File: config.mk
export PLATFORM = sky130hd
export DESIGN_NAME = irq_request_latch_flat
export DESIGN_NICKNAME = d
export VERILOG_FILES = /design/src/rtl/irq_pkg.sv /design/src/rtl/irq_request_latch_if.sv /design/src/rtl/irq_request_latch_prio_pick.sv /design/src/rtl/irq_request_latch.sv /design/src/flat_wrapper.sv
export SDC_FILE = /design/constraint.sdc
export NUM_CORES = 1
export LEC_CHECK = 0
export BUFFER_PORTS_ARGS = -buffer_cell sky130_fd_sc_hd__buf_2
export CAP_MARGIN = 5
export CORE_MARGIN = 2
export CORE_UTILIZATION = 40
export CTS_CLUSTER_DIAMETER = 150
export CTS_CLUSTER_SIZE = 16
export DETAILED_ROUTE_END_ITERATION = 12
export PLACE_DENSITY = 0.66
export SLEW_MARGIN = 20
export SYNTH_ARGS = -nofsm -noshare
export SYNTH_HDL_FRONTEND = slang
export SYNTH_SLANG_ARGS = --single-unit
export TNS_END_PERCENT = 50
File: constraint.sdc
create_clock -name clk -period 1.64 [get_ports clk]
set_input_delay 0.41 -clock clk [delete_from_list [all_inputs] [get_ports clk]]
set_output_delay 0.41 -clock clk [all_outputs]
set_load 0.01 [all_outputs]
File: src/rtl/irq_pkg.sv
// irq_pkg: shared widths, reset mask, request/id types and FSM states for the irq request latch
package irq_pkg;
  localparam int N_REQ = 8;
  localparam int ID_W = $clog2(N_REQ);
  typedef logic [N_REQ-1:0] req_vec_t;
  typedef logic [ID_W-1:0] irq_id_t;
  localparam req_vec_t MASK_RST = 8'h00;
  typedef enum logic {IDLE, PRESENT} state_e;
endpackage

File: src/rtl/irq_request_latch_if.sv
// irq_request_latch_if: valid/ready id channel from the latch (master) to the consumer (slave)
interface irq_request_latch_if;
  import irq_pkg::*;
  logic irq_valid;
  logic irq_ready;
  irq_id_t irq_id;
  modport master(output irq_valid, output irq_id, input irq_ready);
  modport slave(input irq_valid, input irq_id, output irq_ready);
endinterface

File: src/rtl/irq_request_latch_prio_pick.sv
// irq_prio_pick: combinational highest-set-index picker with an any flag
module irq_prio_pick import irq_pkg::*; (
  input  req_vec_t vec,
  output irq_id_t  id,
  output logic     any
);
  // ascending scan so the highest set bit is the last to land
  always_comb begin
    id = '0;
    for (int i = 0; i < N_REQ; i++) id = vec[i] ? irq_id_t'(i) : id;
    any = |vec;
  end
endmodule

File: src/rtl/irq_request_latch.sv
// irq_request_latch: pending/mask latch presenting the highest unmasked request id over valid/ready; IRQ_LATCH_EDGE_EN selects rising-edge capture
module irq_request_latch import irq_pkg::*; (
  input  logic                       clk,
  input  logic                       rst,
  input  req_vec_t                   req,
  input  logic                       mask_wr,
  input  req_vec_t                   mask_in,
  output req_vec_t                   pending,
  output logic                       overflow,
  irq_request_latch_if.master        bus
);
  state_e state_q, state_d;
  req_vec_t pending_q, pending_d, mask_q, mask_d, ev, clr, eligible;
  logic overflow_q, overflow_d, irq_valid_q, irq_valid_d, pick_any, hs;
  irq_id_t irq_id_q, irq_id_d, pick_id;
`ifdef IRQ_LATCH_EDGE_EN
  req_vec_t req_q, req_d;
  assign req_d = req;
  // previous request levels; zero at reset so a line already high yields one event
  always_ff @(posedge clk) req_q <= rst ? '0 : req_d;
  assign ev = req & ~req_q;
`else
  assign ev = req;
`endif
  assign hs = irq_valid_q & bus.irq_ready;
  assign clr = hs ? req_vec_t'(1) << irq_id_q : '0;
  assign eligible = pending_q & ~mask_q;
  irq_prio_pick u_pick (.vec(eligible), .id(pick_id), .any(pick_any));
  // pending, overflow and mask next values; a same-cycle event beats the handshake clear
  always_comb begin
    pending_d = (pending_q & ~clr) | ev;
    overflow_d = overflow_q | |(ev & pending_q & ~clr);
    mask_d = mask_wr ? mask_in : mask_q;
  end
  // latch a pick in IDLE and hold it untouched in PRESENT until the consumer accepts
  always_comb begin
    state_d = state_q;
    irq_valid_d = irq_valid_q;
    irq_id_d = irq_id_q;
    if (state_q == IDLE && pick_any) begin
      state_d = PRESENT;
      irq_valid_d = 1'b1;
      irq_id_d = pick_id;
    end else if (state_q == PRESENT && bus.irq_ready) begin
      state_d = IDLE;
      irq_valid_d = 1'b0;
    end
  end
  // state registers
  always_ff @(posedge clk) begin
    if (rst) begin
      state_q <= IDLE;
      pending_q <= '0;
      mask_q <= MASK_RST;
      overflow_q <= 1'b0;
      irq_valid_q <= 1'b0;
      irq_id_q <= '0;
    end else begin
      state_q <= state_d;
      pending_q <= pending_d;
      mask_q <= mask_d;
      overflow_q <= overflow_d;
      irq_valid_q <= irq_valid_d;
      irq_id_q <= irq_id_d;
    end
  end
  assign pending = pending_q;
  assign overflow = overflow_q;
  assign bus.irq_valid = irq_valid_q;
  assign bus.irq_id = irq_id_q;
endmodule

File: src/flat_wrapper.sv
// flat-port wrapper written by rule: the top's interface ports become plain ports
module irq_request_latch_flat import irq_pkg::*;
  (clk, rst, req, mask_wr, mask_in, pending, overflow, bus_irq_valid, bus_irq_id, bus_irq_ready);
  irq_request_latch_if bus_i ();
  input  logic clk;
  input  logic rst;
  input  req_vec_t req;
  input  logic mask_wr;
  input  req_vec_t mask_in;
  output req_vec_t pending;
  output logic overflow;
  output wire logic [$bits(bus_i.irq_valid)-1:0] bus_irq_valid;
  output wire logic [$bits(bus_i.irq_id)-1:0] bus_irq_id;
  input wire logic [$bits(bus_i.irq_ready)-1:0] bus_irq_ready;
  assign bus_irq_valid = bus_i.irq_valid;
  assign bus_irq_id = bus_i.irq_id;
  assign bus_i.irq_ready = bus_irq_ready;
  irq_request_latch u_core (.clk(clk), .rst(rst), .req(req), .mask_wr(mask_wr), .mask_in(mask_in), .pending(pending), .overflow(overflow), .bus(bus_i));
endmodule
Word-level counts from Yosys, hierarchy flattened
Cells that the tools add are included.
W data, S select, Z words.

storage, ports and cells
  input port bits = 20
  word-level logic and storage cells = 31
  register bits after elaboration = 21
  output and inout bits = 13

cells by class
  muxes and demuxes = 10
  shift operators = 1
  reductions and logical operators = 5
  bitwise gates (word level) = 10

operators by type and width
  kind                   number
  $and A8 B8 Y8          4
  $not A8 Y8             2
  $reduce_or A8 Y1       2
  $mux W3                4
  $mux W8                1
  $or A8 B8 Y8           1
  $shl A1 B3 Y8 const A  1
  $mux W2                2
  $mux W1                3
  $logic_and A1 B1 Y1    2
  $reduce_bool A2 Y1     1
  $and A1 B1 Y1          1
  $not A1 Y1             1
  $or A1 B1 Y1           1

Depth between registers and ports, before layout
  word-level depth = 9
  depth in mapped cells = 5
  depth with buffers taken out = 5

By module
From an unflattened synthesis, not the netlist that was laid out.

second synthesis, totals
  cell total of the unflattened synthesis = 118
  area total of the unflattened synthesis = 977.2 µm²

modules (own cells, without submodules)
  module             area an instance (µm²)  sequential area each (µm²)  times used  cells an instance
  irq_request_latch  910.9                   420.4                       1           106
  irq_prio_pick      66.3                    0.0                         1           12

Worst setup path before layout
OpenSTA, ideal clock, no wires.

  path type = register to register
  start point = reg, netlist name u_core.state_q
  end point = reg u_core.overflow_q (netlist: u_core.overflow)
  buffers on the path = 0
  library setup time = 139 ps
  stages on the path, launching flop included = 6
  period minus slack after synthesis = 1314 ps
  data required time = 1501 ps
  data arrival time = 1175 ps
  path slack = 326 ps
  cells stage by stage = dfxtp_1 > and3b_1 > nand2_1 > and3_1 > a31oi_1 > a41oi_1

RTL lines
  item                  line                     text
  end signal, assigned  irq_request_latch.sv:62  overflow_q <= overflow_d;
  end, declared         irq_request_latch.sv:14  logic overflow_q, overflow_d, irq_valid_q, irq_valid_d, pick_any, hs;

==> impl_metrics.ini <==
[cells_and_area]
drive_gt1_share_pct = 32.4
multi_input_area_sq_um = 538
num_antenna_cells = 0
n_fill_cell = 223
fin_nets = 163
area_growth_pct = 21.1
seqCellArea_sq_um = 420

[pwr]
powerDensity_mw_per_mm2 = 898
p_leak_nw = 0.559
switching_share_pct = 29.5
seqPwrFrac_pct = 55.1
clkPwrFrac_pct = 23.9
ir_drop_mv = 0.618
internal_power_mw = 0.755
comb_power_share_pct = 21.0
p_sw_mw = 0.315

[sta]
finalCritPeriodShare_pct = 89.3
post-route-min-period_ns = 1.46
finalSetupViolations = 0
relSlewSlack_pct = 73.8
worst_pin_slew_ns = 0.393
finalHoldViolations = 0
max_freq_ghz = 0.683
rsz0062_at_grt = no
maxSlewViolCount = 0
setup_tns_ns = 0
fin_skew_ns = 0.0117
fin_ws_ns = 0.176

[drt]
via_count = 873
post-route-drc-count = 0
drt_wl_total_microns = 2070
firstDrtPassIters = 4
antenna_left = 0
wl_per_cell_microns = 12.2
routed_via_density = 5.14
first_iter_violations = 14

[logic_synthesis]
netlist_instances = 109
synth_top_area_share_pct = 42.7
synth_xor_area_share_pct = 0
yosys.area_share.simple_pct = 28.4
ys_seq_area_share_pct = 42.7
mappedNetlistArea_sq_um = 983
syn-num-nets = 129
ys.warnings.count = 0
synthTopCellsByArea = dfxtp_1 43%, nor2_1 8.4%, mux2i_1 8.1%
ys_ff_latch = 21
yosys.cell_types.count = 29
yosys.area.top_type = dfxtp_1
syn_area_per_cell_sq_um = 9.02
synth_compound_area_share_pct = 18.2
synth_top_family_by_area = simple AND/OR/NAND/NOR gates
synthMuxAreaShare_pct = 8.14
synthAdderAreaFrac_pct = 0

[cts]
cts-root-buf = clkbuf_4
cts_buffer_depth = 2
cts_setup_buffers = 0
cts.sinks = 21
htreeDepth = 1
cts_hold_buf = 0
cts_buffers = 3
cts_tree = yes
clk_pin_slew_ns = 0.12
cts_resized = 0
clk_latency_ns = 0.31

[global_routing]
grt_max_degree = 22
grt_use_total_pct = 16.4
antenna_found_initial = 0
grt_pass1_vias = 800
grt_first_pass_wirelength_microns = 3390
gr-total-overflow = 0

[run]
maxCapViolCount = 0

[placed_design]
io_buffers = 32
dp_hpwl_microns = 1660
dp_slack_ns = 0.121
gp_congestion = 0.796

[setup_path]
arrival_ns = 1.66
worstSetupEndpointType = flip-flop
max_stage_delay_ns = 0.45
startpoint_type = flip-flop
required_ns = 1.84
cp_max_fo = 7
crit_path_top_delay_cell = dfxtp_1
critPathKind = flip-flop to flip-flop
crit_chain = and3_1, nand2_1, and3_2, a31oi_1, a41oi_1

[floorplan]
top_level_ports = 33
die_x_microns = 53.6
core_area_sq_mm = 0.00228
std_cell_rows = 17
initial_core_util_pct = 43.2
dieHeight_microns = 53.6
dieArea_sq_mm = 0.00287

[hold_path]
hold_path_class = input pin to flip-flop

[run_status]
outcome = finished clean
## final timing paths
kind,endpoint,startpoint,cells past startpoint,slack (ns)
min reg2reg,u_core.mask_q[1],u_core.mask_q[1],2,0.50
max,u_core.overflow,u_core.state_q,5,0.18
min,u_core.pending[2],req[2],3,0.32
max reg2reg,u_core.overflow,u_core.state_q,5,0.18
## registers in the layout, indices dropped and copies added, names as in the netlist
signal / count
u_core.state_q: 1
u_core.pending: 8
u_core.overflow: 1
u_core.mask_q: 8
u_core.bus.irq_id: 3
## placed cells by master, fill, tap and decap left out, types with 2 or more instances in the layout
cell       n
clkbuf_4   3
a31oi_1    3
nand2b_1   2
nor2_1    22
buf_2     32
nor2b_1    3
o21bai_1   2
and2b_2    3
nand2_1    7
a41oi_1    2
inv_1      3
and3_1     3
nor2b_4    2
dfxtp_1   21
nand3_1    2
mux2i_1    8
a21oi_1   11
## cells by family (layout without fill, tap and decap cells)
group           after synthesis  count (layout)
flops                        21              21
buf+inv                       6              39
simple gates                 49              49
compound gates               25              25
mux                           8               8
## layer usage
layer	track usage, %	share of wire, %	up-vias	wire [microns]
met4	1.28	0.58	0	12
met3	5.83	6.7	3	138
li1	-	-	446	-
met1	19.6	44	396	908
met2	29.4	49	28	1010
met5	0	0	-	0
## critical path: cells and delay by family, from the launching register on
family / cells / cell delay [ns]
AO/OA/AOI/OAI: 2 / 0.33
flip-flops: 1 / 0.45
AND/OR/NAND/NOR: 3 / 0.56
## cell usage after synthesis (all sizes together)
library cell,number
a21oi,12
nor4,1
nor3,1
and2b,3
a31oi,4
mux2i,8
a211oi,1
nor2b,6
clkbuf,1
nand2b,2
o311a,1
a311oi,1
nand2,7
inv,3
nand3,2
o21ba,1
dfxtp,21
buf,2
and3b,1
nor2,22
a41oi,2
a21o,1
o21bai,2
and3,4
## power by group through the flow
| stage | registers (mW) | logic (mW) | clock network (mW) |
|---|---|---|---|
| global placement | 0.600 | 0.223 | 0 |
| CTS | 0.590 | 0.227 | 0.267 |
| detailed placement | 0.602 | 0.226 | 0 |
| finish | 0.589 | 0.225 | 0.256 |
| floorplan | 0.609 | 0.138 | 0 |
| global route | 0.597 | 0.253 | 0.291 |
## through the flow
step           power [mW]  area (sq um)  instances  utilization, %  hold slack [ns]
6_report             1.07          1190        170            52.3            0.317
5_1_grt              1.14          1190        170            52.3            0.299
4_1_cts              1.08          1190        170            52.3            0.311
3_5_place_dp        0.828          1160        166            51.2            0.477
3_3_place_gp        0.823          1160        166            51.2            0.470
2_1_floorplan       0.747           983        109               -            0.453
## layout make-up
type / count / share of cell area (%)
repair buffers: 32 / 13.4
clock buffers: 4 / 2.21
flip-flops and latches: 21 / 35.3
well taps: 28 / 2.94
inverters: 3 / 0.945
multi-input cells: 82 / 45.2
No activity file was read; power rests on OpenSTA's default activity.
